$ cat config.mk
export PLATFORM = sky130hd
export DESIGN_NAME = mem_arbiter
export DESIGN_NICKNAME = d
export VERILOG_FILES = /design/src/rtl/mem_arbiter.sv
export SDC_FILE = /design/constraint.sdc
export NUM_CORES = 1
export LEC_CHECK = 0
export BUFFER_PORTS_ARGS = -buffer_cell sky130_fd_sc_hd__buf_4
export CAP_MARGIN = 25
export CORE_ASPECT_RATIO = 0.8
export CORE_MARGIN = 3
export CORE_UTILIZATION = 45
export CTS_BUF_LIST = sky130_fd_sc_hd__clkbuf_4 sky130_fd_sc_hd__clkbuf_8
export DETAILED_ROUTE_END_ITERATION = 8
export GPL_TIMING_DRIVEN = 0
export PLACE_DENSITY = 0.84
export SYNTH_ARGS = -nofsm -noshare
export SYNTH_HDL_FRONTEND = slang
export SYNTH_SLANG_ARGS = --single-unit
$ cat constraint.sdc
create_clock -name clk -period 1.9 [get_ports clk]
set_clock_uncertainty 0.1 [all_clocks]
set_input_delay 0.19 -clock clk [delete_from_list [all_inputs] [get_ports clk]]
set_output_delay 0.19 -clock clk [all_outputs]
set_load 0.02 [all_outputs]
$ cat src/rtl/mem_arbiter.sv
// mem_arbiter: shares one RAM/UART controller between the data-memory port
// and the instruction-fetch port. Data requests win over fetch, and only one
// job is in flight at a time.
//
// Controller handshake: mc_need is raised in ACK. The controller accepts the
// job by dropping mc_done, and completes it by raising mc_done again, with
// mc_result valid while mc_done=1. Each requester holds its request until its
// one-cycle valid pulse, and the arbiter does not grant while a valid pulse is
// out. This keeps a held request from being served twice.
module mem_arbiter #(
  parameter int ADDR_W      = 18,
  parameter int DATA_W      = 16,
  parameter int ACK_TIMEOUT = 256
) (
  input  logic              clk,
  input  logic              rst,
  input  logic              if_req,
  input  logic [ADDR_W-1:0] if_addr,
  output logic [DATA_W-1:0] if_rdata,
  output logic              if_valid,
  input  logic              dm_rd,
  input  logic              dm_wr,
  input  logic [ADDR_W-1:0] dm_addr,
  input  logic [DATA_W-1:0] dm_wdata,
  output logic [DATA_W-1:0] dm_rdata,
  output logic              dm_valid,
  output logic              stall,
  output logic              mc_need,
  output logic              mc_rd,
  output logic              mc_wr,
  output logic [ADDR_W-1:0] mc_addr,
  output logic [DATA_W-1:0] mc_wdata,
  input  logic              mc_done,
  input  logic [DATA_W-1:0] mc_result,
  output logic              err_timeout
);

  typedef enum logic [1:0] {
    S_IDLE = 2'd0,
    S_ACK  = 2'd1,
    S_BUSY = 2'd2
  } state_t;

  localparam logic OWN_IF = 1'b0;
  localparam logic OWN_DM = 1'b1;

  localparam int CNT_W = $clog2(ACK_TIMEOUT + 1);
  localparam logic [CNT_W-1:0] TMO    = CNT_W'(ACK_TIMEOUT);
  localparam logic [CNT_W-1:0] TMO_M1 = CNT_W'(ACK_TIMEOUT - 1);

  state_t            state;
  state_t            state_nxt;
  logic              owner;
  logic              lat_rd;
  logic              lat_wr;
  logic [CNT_W-1:0]  ack_cnt;
  logic              dm_req;
  logic              grant;
  logic              done_ev;

  assign dm_req = dm_rd | dm_wr;

  // Pipeline stall: a request is outstanding and its completion pulse is not out.
  assign stall = (dm_req & ~dm_valid) | (if_req & ~if_valid);

  // State register.
  always_ff @(posedge clk or negedge rst) begin
    if (!rst) state <= S_IDLE;
    else      state <= state_nxt;
  end

  // Next-state logic. IDLE refuses to grant while a valid pulse is out.
  always_comb begin
    state_nxt = state;
    case (state)
      S_IDLE: if ((dm_req | if_req) && !if_valid && !dm_valid) state_nxt = S_ACK;
      S_ACK:  if (!mc_done) state_nxt = S_BUSY;
      S_BUSY: if (mc_done)  state_nxt = S_IDLE;
      default: state_nxt = S_IDLE;
    endcase
  end

  // FSM outputs and internal strobes.
  always_comb begin
    mc_need = (state == S_ACK);
    mc_rd   = lat_rd & (state != S_IDLE);
    mc_wr   = lat_wr & (state != S_IDLE);
    grant   = (state == S_IDLE) && (state_nxt == S_ACK);
    done_ev = (state == S_BUSY) && mc_done;
  end

  // Job latch: captured on grant and held through ACK and BUSY. When both
  // dm_rd and dm_wr are set, the job is a write.
  always_ff @(posedge clk or negedge rst) begin
    if (!rst) begin
      owner    <= OWN_IF;
      lat_rd   <= 1'b0;
      lat_wr   <= 1'b0;
      mc_addr  <= '0;
      mc_wdata <= '0;
    end else if (grant) begin
      if (dm_req) begin
        owner    <= OWN_DM;
        lat_rd   <= dm_rd & ~dm_wr;
        lat_wr   <= dm_wr;
        mc_addr  <= dm_addr;
        mc_wdata <= dm_wdata;
      end else begin
        owner    <= OWN_IF;
        lat_rd   <= 1'b1;
        lat_wr   <= 1'b0;
        mc_addr  <= if_addr;
      end
    end
  end

  // Completion: pulse the owner's valid flag and capture read data. Each
  // rdata register holds until the next read by the same owner.
  always_ff @(posedge clk or negedge rst) begin
    if (!rst) begin
      if_valid <= 1'b0;
      dm_valid <= 1'b0;
      if_rdata <= '0;
      dm_rdata <= '0;
    end else begin
      if_valid <= done_ev && (owner == OWN_IF);
      dm_valid <= done_ev && (owner == OWN_DM);
      if (done_ev && lat_rd) begin
        if (owner == OWN_IF) if_rdata <= mc_result;
        else                 dm_rdata <= mc_result;
      end
    end
  end

  // ACK-wait counter and sticky timeout flag. The flag sets on the same edge
  // the counter reaches ACK_TIMEOUT. The FSM keeps waiting in ACK.
  always_ff @(posedge clk or negedge rst) begin
    if (!rst) begin
      ack_cnt     <= '0;
      err_timeout <= 1'b0;
    end else begin
      if (grant) begin
        ack_cnt <= '0;
      end else if (state == S_ACK && ack_cnt != TMO) begin
        ack_cnt <= ack_cnt + CNT_W'(1);
      end
      if (state == S_ACK && ack_cnt >= TMO_M1) err_timeout <= 1'b1;
    end
  end

endmodule
* After elaboration in Yosys (flattened, before gate mapping) *
Cells that the tools add are included.

word-level totals
  output and inout port bits = 73
  register bits = 83
  logic and storage cells = 57
  input bits = 74

cells by class
  bitwise logic cells = 12
  $add $sub $neg = 1
  reduce and logical (&&, ||, !) cells = 17
  magnitude comparators = 1
  equality and inequality tests = 4
  muxes and demuxes = 10

operators by type and width
  operator               number
  $mux W18               1
  $mux W9                2
  $add A9 B1 Y9 const B  1
  $ge A9 B8 Y1 const B   1
  $logic_and A1 B1 Y1    9
  $ne A9 B9 Y1 const B   1
  $mux W2                3
  $pmux W2 S3            1
  $reduce_and A2 Y1      3
  $and A1 B1 Y1          5
  $eq A2 B1 Y1 const B   2
  $not A1 Y1             4
  $reduce_bool A2 Y1     2
  $mux W1                3
  $or A1 B1 Y1           3
  $eq A2 B2 Y1 const B   1
  $logic_not A1 Y1       2
  $logic_not A2 Y1       1

* Longest topological paths before layout *
Gate-level depths: netlist (run 1).

  depth in word-level cells = 9
  mapped depth = 7

* Worst setup path after synthesis (run 1) *
Ideal clock, no wire load.

  kind = register to register
  start = register if_valid
  end = register mc_wdata[10]
  data arrival time = 1.868 ns
  cell stages (with the launch flop) = 7
  data required time = 1.675 ns
  buffers on the path = 3
  library setup time = 0.125 ns
  setup slack = -0.193 ns
  path through = dfrtp_1 -> or4_4 -> buf_6 -> or2_1 -> buf_6 -> buf_6 -> mux2_4

between the ends
  longest elaborated chain between the ends = 8

RTL lines
  element                             RTL line  RTL
  from (decl)                         20        output logic if_valid,
  from (signal assigned)              126       if_valid <= done_ev && (owner == OWN_IF);
  $logic_not A1 Y1                    76        S_IDLE: if ((dm_req | if_req) && !if_valid && !dm_valid) state_nxt = S_ACK;
  $logic_and A1 B1 Y1 (2 in a row)    76
  $mux W2                             76
  $pmux W2 S3                         75        case (state)
  $eq A2 B1 Y1                        88        grant = (state == S_IDLE) && (state_nxt == S_ACK);
  $logic_and A1 B1 Y1                 88
  $reduce_and A2 Y1 (no source line)  n/a
  to (signal assigned)                107       mc_wdata <= dm_wdata;
  to (decl)                           32        output logic [DATA_W-1:0] mc_wdata,

Every way passes these cells.
A chain may end at the register's enable or synchronous reset.

* Final worst setup path (run 1) *
  start = register state[1]
  end = register mc_wdata[13]

between the ends
  longest elaborated chain between the ends = 5
  elaborated cells on any way between the ends = 10
  classes of those cells = 3 x eq/ne; 4 x mux; 3 x reduce/logical

RTL lines
  element                                 RTL line  RTL
  from (decl)                             51        state_t state;
  from (signal assigned)                  69        else state <= state_nxt;
  $eq A2 B2 Y1 (tied with other cells)    75
  $pmux W2 S3                             75
  $eq A2 B1 Y1                            88
  $logic_and A1 B1 Y1 (*)                 88
  $reduce_and A2 Y1 (no source line) (*)  n/a

Mark *: on every way between the ends. The rest lies on a longest branch, timed or not.

==> results of run 1 <==
-- timing repair --
action,4_1_cts,5_1_grt
endpoints found under the hold margin,135,0
pin swaps,4,2
gates cloned,1,0
setup buffers,8,3
setup endpoints to repair,63,58
gates resized for setup,20,20
hold buffers,35,0
-- cell families after synthesis --
kind of cell    count (synthesis)
mux                            88
flops                          83
simple gates                   32
compound gates                 25
buf+inv                        20
fa+ha+maj                       3
xor+xnor                        1
-- power by group through the flow --
stage          clock, mW  sequential [mW]  combinational [mW]
6_report            1.24             3.03                4.75
5_1_grt             1.34             3.10                5.00
4_1_cts             1.25             2.96                4.47
3_5_place_dp           0             2.99                4.08
3_3_place_gp           0             2.94                4.01
2_1_floorplan          0             3.76                1.63
-- stage by stage --
| stage | setup slack [ns] | area (um^2) |
|---|---|---|
| after detailed placement | -0.5482 | 4842 |
| after floorplan | -0.1712 | 3615 |
| after global placement | -0.5049 | 4842 |
| after global routing | -0.1314 | 5645 |
| after CTS | -0.09245 | 5518 |
| final | -0.09771 | 5645 |
-- how the worst min path moves through the flow --
stage	startpoint	to
2_1_floorplan	rst	ack_cnt[0]
3_3_place_gp	mc_done	state[1]
3_5_place_dp	mc_done	state[1]
4_1_cts	dm_addr[4]	mc_addr[4]
5_1_grt	if_addr[3]	mc_addr[3]
6_report	dm_addr[4]	mc_addr[4]
-- sequential cells by signal (all words and copies together), names as in the netlist, 2 cells and up --
| signal | cells |
|---|---|
| dm_rdata | 16 |
| mc_wdata | 16 |
| ack_cnt | 9 |
| state | 2 |
| mc_addr | 18 |
| if_rdata | 16 |
-- metal layers --
layer | up-vias | GRT usage [%] | part of all wire, % | wire length [um]
met2 | 93 | 40.63 | 54 | 5549
li1 | 1313 | - | - | -
met4 | 0 | 6.824 | 1.8 | 185
met3 | 13 | 6.998 | 5.1 | 523
met1 | 1476 | 25.37 | 39 | 4051
met5 | - | 0 | 0 | 0
-- placed cells by master (no fill, tap or decap), types with 2 or more instances in the layout --
| master | netlist | layout |
|---|---|---|
| sky130_fd_sc_hd__clkbuf_2 | 0 | 3 |
| sky130_fd_sc_hd__inv_8 | 0 | 2 |
| sky130_fd_sc_hd__buf_4 | 0 | 155 |
| sky130_fd_sc_hd__dfrtp_1 | 83 | 82 |
| sky130_fd_sc_hd__inv_1 | 9 | 9 |
| sky130_fd_sc_hd__buf_16 | 0 | 2 |
| sky130_fd_sc_hd__mux2i_1 | 3 | 3 |
| sky130_fd_sc_hd__buf_6 | 3 | 5 |
| sky130_fd_sc_hd__a21oi_1 | 7 | 7 |
| sky130_fd_sc_hd__or3_1 | 5 | 5 |
| sky130_fd_sc_hd__mux2_4 | 9 | 26 |
| sky130_fd_sc_hd__clkbuf_8 | 0 | 9 |
| sky130_fd_sc_hd__buf_8 | 0 | 2 |
| sky130_fd_sc_hd__mux2_2 | 76 | 59 |
| sky130_fd_sc_hd__nor2_1 | 3 | 3 |
| sky130_fd_sc_hd__or4_1 | 2 | 2 |
| sky130_fd_sc_hd__dlygate4sd3_1 | 0 | 35 |
| sky130_fd_sc_hd__o21a_1 | 2 | 2 |
| sky130_fd_sc_hd__inv_6 | 0 | 4 |
| sky130_fd_sc_hd__nand2_1 | 7 | 6 |
| sky130_fd_sc_hd__nor3_1 | 2 | 2 |
| sky130_fd_sc_hd__ha_1 | 3 | 3 |
| sky130_fd_sc_hd__o21ai_0 | 11 | 11 |
-- area by class of cell --
class	instances	area (um^2)
plain buffers	10	96.34
flip-flops and latches	83	2078
repair buffers	194	1599
well taps	105	131.4
clock buffers	9	123.9
inverters	9	33.78
clock inverters	7	65.06
multi-input cells	149	1518
fillers	469	1922
-- cell usage after synthesis --
| cell | number | area, um^2 |
|---|---|---|
| sky130_fd_sc_hd__inv_1 | 9 | 33.78 |
| sky130_fd_sc_hd__or4_1 | 2 | 15.01 |
| sky130_fd_sc_hd__o21ai_0 | 11 | 55.05 |
| sky130_fd_sc_hd__buf_2 | 4 | 20.02 |
| sky130_fd_sc_hd__buf_6 | 3 | 33.78 |
| sky130_fd_sc_hd__o21a_1 | 2 | 15.01 |
| sky130_fd_sc_hd__a22oi_1 | 1 | 7.510 |
| sky130_fd_sc_hd__nand4_1 | 1 | 6.260 |
| sky130_fd_sc_hd__and3b_1 | 1 | 8.760 |
| sky130_fd_sc_hd__ha_1 | 3 | 37.54 |
| sky130_fd_sc_hd__or2_2 | 2 | 12.51 |
| sky130_fd_sc_hd__clkbuf_1 | 4 | 15.01 |
| sky130_fd_sc_hd__o41ai_2 | 1 | 16.27 |
| sky130_fd_sc_hd__mux2_4 | 9 | 135.1 |
| sky130_fd_sc_hd__nor4b_2 | 1 | 15.01 |
| sky130_fd_sc_hd__nand2_1 | 7 | 26.28 |
| sky130_fd_sc_hd__o31ai_1 | 1 | 7.510 |
| sky130_fd_sc_hd__and4b_1 | 1 | 10.01 |
| sky130_fd_sc_hd__xnor2_1 | 1 | 8.760 |
| sky130_fd_sc_hd__a21oi_1 | 7 | 35.03 |
| sky130_fd_sc_hd__or4_4 | 1 | 11.26 |
| sky130_fd_sc_hd__mux2_2 | 76 | 855.8 |
| sky130_fd_sc_hd__dfrtp_1 | 83 | 2077 |
| sky130_fd_sc_hd__nand3_1 | 1 | 5.000 |
| sky130_fd_sc_hd__nor2_2 | 1 | 6.260 |
| sky130_fd_sc_hd__o311ai_0 | 1 | 8.760 |
| sky130_fd_sc_hd__nor3_1 | 2 | 10.01 |
| sky130_fd_sc_hd__nor2_1 | 3 | 11.26 |
| sky130_fd_sc_hd__mux2i_1 | 3 | 30.03 |
| sky130_fd_sc_hd__nand4b_1 | 1 | 8.760 |
| sky130_fd_sc_hd__o22ai_1 | 1 | 6.260 |
| sky130_fd_sc_hd__or3_1 | 5 | 31.28 |
| sky130_fd_sc_hd__or2_1 | 1 | 6.260 |
| sky130_fd_sc_hd__nor2b_1 | 1 | 6.260 |
| sky130_fd_sc_hd__nand3b_1 | 1 | 7.510 |
-- worst reg2reg max path, cell delays in order (launching register included) --
cell and delay (ns):
sky130_fd_sc_hd__dfrtp_1 0.40, sky130_fd_sc_hd__or4_4 0.57, sky130_fd_sc_hd__or2_1 0.25, sky130_fd_sc_hd__buf_6 0.15, sky130_fd_sc_hd__buf_12 0.14, sky130_fd_sc_hd__mux2_4 0.30
==> results.py, run 1 <==
metrics = {
    "routing": {
        "vias_per_cell": 5.115,
        "wire_per_inst_um": 18.21,
        "drt.antenna.violating_nets": 0,
        "drt_pre_antenna_iters": 4,
        "count_of_vias_placed_by_the_detailed_router": 2895,
        "finalWirelength_um": 10310,
        "drt_drc_violations_left": 0,
        "detailedRoute.firstIterationViolations": 79,
    },
    "hold_path": {
        "min_path_cells": 3,
        "hold_class": "input pin to flip-flop",
    },
    "final_layout": {
        "flow.area_growth_from_synthesis_pct": 56.99,
        "antenna_cells_inserted": 0,
        "finish.net_count": 533,
        "final-instance-count-excl-fill": 566,
        "final_layout_size_suffix_gt1_share_pct": 60.52,
        "final_cell_utilization_of_the_core_pct": 74.60,
    },
    "sta": {
        "fin_setup_tns_ns": -2.578,
        "rsz_0062_raised_after_global_routing": "true",
        "worstMarginPinSlew_ns": 0.8715,
        "final.hold.worst_slack_ns": 0.07881,
        "relSlewSlack_pct": 41.45,
        "layout_worst_path_cycle_share_pct": 105.1,
        "final-max-slew-violation-count": 0,
        "finalWorstPathRequiredPeriod_ns": 1.998,
        "postLayoutSetupSlackWorst_ns": -0.09771,
        "fmaxAchievable_mhz": 500.6,
        "final-hold-violation-count": 0,
        "setup-violations-final": 47,
    },
    "place": {
        "post-place-cells": 503,
        "hpwl_um": 6170,
        "gpl.final_weighted_congestion": 0.7820,
        "numPortBuffers": 146,
    },
    "power_and_ir_drop": {
        "ir_drop_mv": 0.8445,
        "cell_internal_pwr_mw": 5.563,
        "pwrdens_mw_per_mm2": 1597,
        "switch_pwr_mw": 3.454,
        "power_frac_comb_pct": 52.7,
        "power.clock.fraction_pct": 13.7,
        "seq_power_share_pct": 33.6,
        "power_leakage_nw": 2.775,
        "switching_share_pct": 38.31,
        "total_power_mw": 9.017,
    },
    "yosys": {
        "synth-warning-count": 0,
        "postSynthNetCount": 329,
        "yosys-mux-area-fraction_pct": 28.39,
        "area_of_the_mapped_netlist_mm2": 0.003596,
        "synth_seq_area_share_pct": 57.76,
        "synth_simple_gate_area_share_pct": 5.498,
        "synth_area_in_compound_gates_pct": 4.210,
        "postSynthCellCount": 252,
        "post_synthesis_mean_instance_area_um2": 14.27,
        "synthDistinctLibCells": 35,
        "synth_top_family_by_area": "multiplexers",
        "post_synthesis_adder_cell_area_fraction_pct": 1.044,
        "yosys_register_bits": 83,
        "synth_xor_area_share_pct": 0.2436,
    },
    "setup_path": {
        "setup.worst_path.start_class": "flip-flop",
        "reg2reg_to": "mc_wdata[13]",
        "crit_buf_inv": 2,
        "worst-path-max-fanout": 5,
        "r2r-start": "state[1]",
        "setup.worst_path.end": "mc_wdata[13]",
        "cp-end-kind": "flip-flop",
        "cp_slowest_stage_delay_ns": 0.57,
        "timing.critical_path.max_delay_family": "simple AND/OR/NAND/NOR gates",
        "stages_on_the_worst_setup_path": 5,
        "worstSetupStartpoint": "state[1]",
        "critical_path_class": "flip-flop to flip-flop",
        "timing.critical_path.cells": "or4_4 -> or2_1 -> buf_6 -> buf_12 -> mux2_4",
        "r2r_slack_ns": -0.1,
        "cp_data_arrival_time_ns": 2.15,
        "critPathRequiredTime_ns": 2.06,
        "r2r.worst_path.cells": 5,
        "critical-path-slowest-cell": "sky130_fd_sc_hd__or4_4",
    },
    "floorplan": {
        "fp.dieH_um": 85.96,
        "die_area_mm2": 0.009107,
        "fp.dieW_um": 105.9,
        "core_mm2": 0.007567,
        "boundaryPins": 147,
        "floorplan.initialDensity_pct": 47.52,
        "core.rowCount": 28,
    },
    "global_route": {
        "grt_overflow": 0,
        "first_global_vias": 3137,
        "grt_util_all_layers_pct": 22.36,
        "grt_first_pass_wirelength_um": 15740,
        "antenna_violations_before_repair": 0,
        "grt_start_max_net_pins": 84,
    },
    "cts": {
        "cts_tree": "built",
        "clkTransAtPathRegs_ns": 0.09,
        "cts_made_buffers": 9,
        "ctsLongestPathBuffers": 2,
        "clock-root-buffer": "sky130_fd_sc_hd__clkbuf_8",
        "clock-sinks": 83,
        "h_tree_lvls": 3,
        "clock_latency_ns": 0.36,
    },
    "outcome": {
        "status": "finished with violations",
        "violations": "setup timing",
    },
    "job": {
        "max_cap_viol_count": 0,
    },
}
Power figures use the tool's default switching activity.
==> run 2, diff against run 1 <==
Settings changed: CORE_UTILIZATION 45 to 50, PLACE_DENSITY 0.84 to 0.88.
Clock period 1.9 ns to 2.2 ns, I/O delays scaled along.
==> run 2 against run 1 <==
Compared with the run above: the flow now finishes without violations; core utilization increased by 6.5 points; sequential cell count unchanged; combinational power decreased by 24%; critical path type unchanged; largest power group unchanged.
==> results.py, run 2 (synthesis results as in run 1) <==
metrics = {
    "outcome": {
        "status": "complete, no violations",
    },
    "hold_path": {
        "holdCritStartpoint": "mc_result[14]",
        "hold_path_end": "if_rdata[14]",
        "hold_class": "input pin to flip-flop",
        "min_path_cells": 2,
    },
    "cts": {
        "clock-sinks": 83,
        "clkTransAtPathRegs_ns": 0.09,
        "clock_latency_ns": 0.35,
        "cts_tree": "built",
        "ctsLongestPathBuffers": 2,
        "cts_made_buffers": 9,
        "h_tree_lvls": 3,
        "clock-root-buffer": "sky130_fd_sc_hd__clkbuf_8",
    },
    "setup_path": {
        "cp_data_arrival_time_ns": 2.19,
        "setup.worst_path.start_class": "flip-flop",
        "r2r-start": "state[0]",
        "critical_path_class": "flip-flop to flip-flop",
        "r2r_slack_ns": 0.15,
        "worst-path-max-fanout": 10,
        "cp-end-kind": "flip-flop",
        "critPathRequiredTime_ns": 2.33,
        "reg2reg_to": "mc_addr[4]",
        "r2r.worst_path.cells": 5,
        "critical-path-slowest-cell": "sky130_fd_sc_hd__or4_4",
        "cp_slowest_stage_delay_ns": 0.51,
        "timing.critical_path.cells": "or4_4 -> buf_6 -> nor2_4 -> buf_4 -> mux2_2",
    },
    "routing": {
        "drt.antenna.violating_nets": 0,
        "drt_drc_violations_left": 0,
        "wire_per_inst_um": 17.86,
        "count_of_vias_placed_by_the_detailed_router": 2775,
        "vias_per_cell": 5.187,
        "detailedRoute.firstIterationViolations": 98,
        "drt_pre_antenna_iters": 4,
        "finalWirelength_um": 9553,
    },
    "place": {
        "hpwl_um": 6307,
        "numPortBuffers": 146,
        "pre_cts_ws_ns": -0.1498,
        "gpl.final_weighted_congestion": 0.8088,
    },
    "final_layout": {
        "final_layout_size_suffix_gt1_share_pct": 59.20,
        "final_cell_utilization_of_the_core_pct": 81.09,
        "largest_register_ff_count": 18,
        "mostFrequentLayoutCell": "sky130_fd_sc_hd__buf_4",
        "mostFrequentLayoutCells": "sky130_fd_sc_hd__buf_4, sky130_fd_sc_hd__dfrtp_1, sky130_fd_sc_hd__mux2_2, sky130_fd_sc_hd__dlygate4sd3_1",
        "antenna_cells_inserted": 0,
        "registers.top_by_ff_count": "mc_addr",
        "finish.net_count": 523,
        "flow.area_growth_from_synthesis_pct": 50.38,
    },
    "sta": {
        "setup-violations-final": 0,
        "postLayoutSetupSlackWorst_ns": 0.1472,
        "final-hold-violation-count": 0,
        "fin_setup_tns_ns": 0,
        "final.hold.worst_slack_ns": 0.008689,
        "layout_worst_path_cycle_share_pct": 93.31,
        "worstMarginPinSlew_ns": 0.7965,
        "final-max-slew-violation-count": 0,
        "fmaxAchievable_mhz": 487.1,
        "relSlewSlack_pct": 46.49,
        "rsz_0062_raised_after_global_routing": "false",
        "finalWorstPathRequiredPeriod_ns": 2.053,
    },
    "power_and_ir_drop": {
        "pwrdens_mw_per_mm2": 1355,
        "ir_drop_mv": 0.8868,
        "total_power_mw": 7.325,
        "power_leakage_nw": 2.639,
    },
    "global_route": {
        "grt_overflow": 0,
        "grt_start_max_net_pins": 84,
        "first_global_vias": 3028,
        "antenna_violations_before_repair": 0,
        "grt_util_all_layers_pct": 23.46,
        "grt_first_pass_wirelength_um": 14690,
    },
    "job": {
        "max_cap_viol_count": 0,
    },
    "floorplan": {
        "floorplan.initialDensity_pct": 53.92,
        "boundaryPins": 147,
        "fp.dieH_um": 81.85,
        "fp.dieW_um": 100.8,
        "die_area_mm2": 0.008252,
        "core.rowCount": 26,
        "core_mm2": 0.006669,
    },
}
## run 2: cell count changes in the layout (fill, tap and decap cells not counted), moves of 3 or more
cell / before / now
sky130_fd_sc_hd__buf_4: 155 / 152
sky130_fd_sc_hd__buf_6: 5 / 2
sky130_fd_sc_hd__inv_6: 4 / 1
sky130_fd_sc_hd__mux2_2: 59 / 76
sky130_fd_sc_hd__mux2_4: 26 / 9
## run 2: worst max path at each step
stage / cells past startpoint / start / endpoint
finish: 5 / state[0] / mc_addr[4]
global route: 5 / state[0] / mc_addr[5]
CTS: 5 / state[0] / mc_addr[5]
detailed placement: 6 / dm_rd / mc_addr[15]
global placement: 6 / dm_rd / mc_addr[9]
floorplan: 6 / if_valid / mc_wdata[10]
## run 2: critical path, delay by kind of cell (launching register included)
family	cells	cell delay, ns
and+or+nand+nor	2	0.68
buffers and inverters	2	0.37
DFF	1	0.43
muxes	1	0.35
## run 2: timing repair
item | in CTS | in global routing
hold buffers | 30 | 3
endpoints found under the setup margin | 20 | 44
buffers inserted | 0 | 4
pin swaps | 0 | 1
gates resized for setup | 3 | 6
hold endpoints to repair | 117 | 4
## run 2: power by group
part | internal, mW | switching, mW | total, mW
logic | 1.82 | 1.76 | 3.59
registers | 2.18 | 0.402 | 2.58
clock network | 0.591 | 0.566 | 1.16
total | 4.59 | 2.73 | 7.32
## run 2: final cells by class
class,count,area [um^2]
flip-flops and latches,83,2078
well taps,84,105.1
clock inverters,5,60.06
fillers,388,1261
multi-input cells,149,1430
repair buffers,184,1484
clock buffers,11,151.4
plain buffers,10,65.06
inverters,9,33.78
## run 2: metrics by stage
stage / std cells / instance area (um^2)
floorplan: 252 / 3596
global placement: 482 / 4797
detailed placement: 482 / 4797
CTS: 528 / 5323
global route: 535 / 5408
finish: 535 / 5408
## run 2: metal layers
layer,vias up,global-route usage [%],wire length [um]
met1,1389,26.13,3590
met3,11,9.168,660
met5,-,0,0
met4,0,6.326,98
li1,1284,-,-
met2,91,42.12,5203
==> run 3, diff against run 2 <==
Settings changed: CELL_PAD_IN_SITES_DETAIL_PLACEMENT from default to 1, CELL_PAD_IN_SITES_GLOBAL_PLACEMENT from default to 1, CORE_UTILIZATION 50 to 39.
==> run 3 against run 2 <==
Compared with the run above: sequential share of layout area fell by 0.73 points; combinational power grew 5%; hold slack improved by 0.013 ns; largest cell class unchanged; largest power group unchanged; critical endpoint is now mc_wdata[10]; design area grew 1.9%.
==> results.py, run 3 (synthesis results as in run 1) <==
metrics = {
    "setup_path": {
        "cp-end-kind": "flip-flop",
        "critical-path-slowest-cell": "sky130_fd_sc_hd__or4_4",
        "setup.worst_path.start_class": "flip-flop",
        "critPathRequiredTime_ns": 2.35,
        "crit_top_cell": "sky130_fd_sc_hd__buf_6",
        "critical_path_class": "flip-flop to flip-flop",
        "cp_data_arrival_time_ns": 2.33,
        "timing.critical_path.cells": "or4_4 -> buf_6 -> or2_1 -> buf_6 -> buf_12 -> mux2_4",
        "cp_slowest_stage_delay_ns": 0.52,
        "worst-path-max-fanout": 10,
    },
    "final_layout": {
        "mostFrequentLayoutCells": "sky130_fd_sc_hd__buf_4, sky130_fd_sc_hd__dfrtp_1, sky130_fd_sc_hd__mux2_2, sky130_fd_sc_hd__dlygate4sd3_1, sky130_fd_sc_hd__o21ai_0",
        "finish.instance_area_mm2": 0.005513,
        "finish.net_count": 526,
        "seq_area_mm2": 0.002078,
        "largest_register_ff_count": 18,
        "final_layout_size_suffix_gt1_share_pct": 59.47,
        "num-fill-cells": 875,
        "multi_input_area_mm2": 0.001430,
        "registers.top_by_ff_count": "mc_addr",
        "antenna_cells_inserted": 0,
        "mostFrequentLayoutCell": "sky130_fd_sc_hd__buf_4",
        "flow.area_growth_from_synthesis_pct": 53.31,
        "final-instance-count-excl-fill": 566,
    },
    "routing": {
        "vias_per_cell": 5.049,
        "finalWirelength_um": 11880,
        "drt.antenna.violating_nets": 0,
        "count_of_vias_placed_by_the_detailed_router": 2858,
        "detailedRoute.firstIterationViolations": 54,
        "drt_pre_antenna_iters": 4,
        "wire_per_inst_um": 20.98,
        "drt_drc_violations_left": 0,
    },
    "global_route": {
        "global_route_layer_with_the_greatest_usage": "met2",
        "grt_start_max_net_pins": 84,
        "grt_util_met3_pct": 5.607,
        "grt_first_pass_wirelength_um": 17960,
        "grt_util_met2_pct": 43.34,
        "grtUsageMet1_pct": 23.60,
        "antenna_violations_before_repair": 0,
        "first_global_vias": 3252,
        "grt_overflow": 0,
        "grt_util_all_layers_pct": 22.47,
    },
    "hold_path": {
        "hold_class": "input pin to flip-flop",
    },
    "sta": {
        "final.hold.worst_slack_ns": 0.02185,
        "final-hold-violation-count": 0,
        "final-max-slew-violation-count": 0,
        "worstMarginPinSlew_ns": 0.8180,
        "postLayoutSetupSlackWorst_ns": 0.01943,
        "relSlewSlack_pct": 45.34,
        "layout_worst_path_cycle_share_pct": 99.12,
        "finalWorstPathRequiredPeriod_ns": 2.181,
        "setup-violations-final": 0,
        "fmaxAchievable_mhz": 458.6,
    },
    "cts": {
        "h_tree_lvls": 3,
        "clock-sinks": 83,
        "clock_latency_ns": 0.36,
        "cts_tree": "built",
        "ctsLongestPathBuffers": 2,
        "clock-root-buffer": "sky130_fd_sc_hd__clkbuf_8",
        "cts_made_buffers": 9,
        "clkTransAtPathRegs_ns": 0.08,
    },
    "place": {
        "hpwl_um": 7569,
        "post-place-cells": 510,
        "pre_cts_ws_ns": -0.2757,
        "gpl.final_weighted_congestion": 0.7860,
        "placement.cell_area_mm2": 0.004832,
        "numPortBuffers": 146,
    },
    "floorplan": {
        "fp.dieH_um": 91.89,
        "core.rowCount": 30,
        "core_mm2": 0.008708,
        "boundaryPins": 147,
        "die_area_mm2": 0.01042,
        "floorplan.initialDensity_pct": 41.29,
        "fp.dieW_um": 113.4,
    },
    "power_and_ir_drop": {
        "ir_drop_mv": 0.8650,
        "total_power_mw": 7.739,
        "power_leakage_nw": 2.676,
        "pwrdens_mw_per_mm2": 1404,
    },
    "outcome": {
        "status": "complete, no violations",
    },
    "job": {
        "max_cap_viol_count": 0,
    },
}
run 3: metal layers:
metal | wire, um | vias up
li1 | - | 1296
met1 | 4244 | 1458
met2 | 6847 | 87
met3 | 553 | 17
met4 | 232 | 0
met5 | 0 | -
run 3: report_power, final:
part           leakage, nW  internal [mW]  switching [mW]
clock                0.119          0.752           0.587
sequential            1.03           2.18           0.452
combinational         1.52           1.88            1.89
run 3: path summary, 6_finish.rpt:
check / depth (start not counted) / from / endpoint / slack [ns]
worst max-delay path: 6 / state[0] / mc_wdata[10] / 0.02
worst min-delay path: 2 / mc_result[2] / if_rdata[2] / 0.02
worst max register to register: 6 / state[0] / mc_wdata[10] / 0.02
worst min register to register: 2 / err_timeout / err_timeout / 0.40
max in group asynchronous: 3 / rst / mc_addr[5] / 1.21
min in group asynchronous: 2 / rst / mc_wdata[14] / 0.17
run 3: worst max-delay path: cells and delay by family (launching register included):
kind | cells | cell delay, ns
and+or+nand+nor | 2 | 0.77
muxes | 1 | 0.30
DFF | 1 | 0.43
buffers and inverters | 3 | 0.46
run 3: area by class of cell:
class	instances	area share [%]
Timing Repair Buffer	187	27.37
Clock inverter	7	2.111
Tap cell	112	2.542
Multi-Input combinational cell	149	25.94
Buffer	10	1.475
Inverter	9	0.6128
Sequential cell	83	37.70
Clock buffer	9	2.247
run 3: through the flow:
step / TNS, ns / utilization, %
after floorplan: 0 / -
after global placement: -3.674 / 55.49
after detailed placement: -4.644 / 55.49
after CTS: 0 / 62.18
after global routing: -0.0008826 / 63.30
final: 0 / 63.30
run 3: timing repair:
item / CTS / global route
pin swaps: 0 / 1
hold buffers: 32 / 2
endpoints found under the hold margin: 125 / 3
buffers inserted: 0 / 6
gates resized for setup: 6 / 5
setup endpoints to repair: 35 / 26
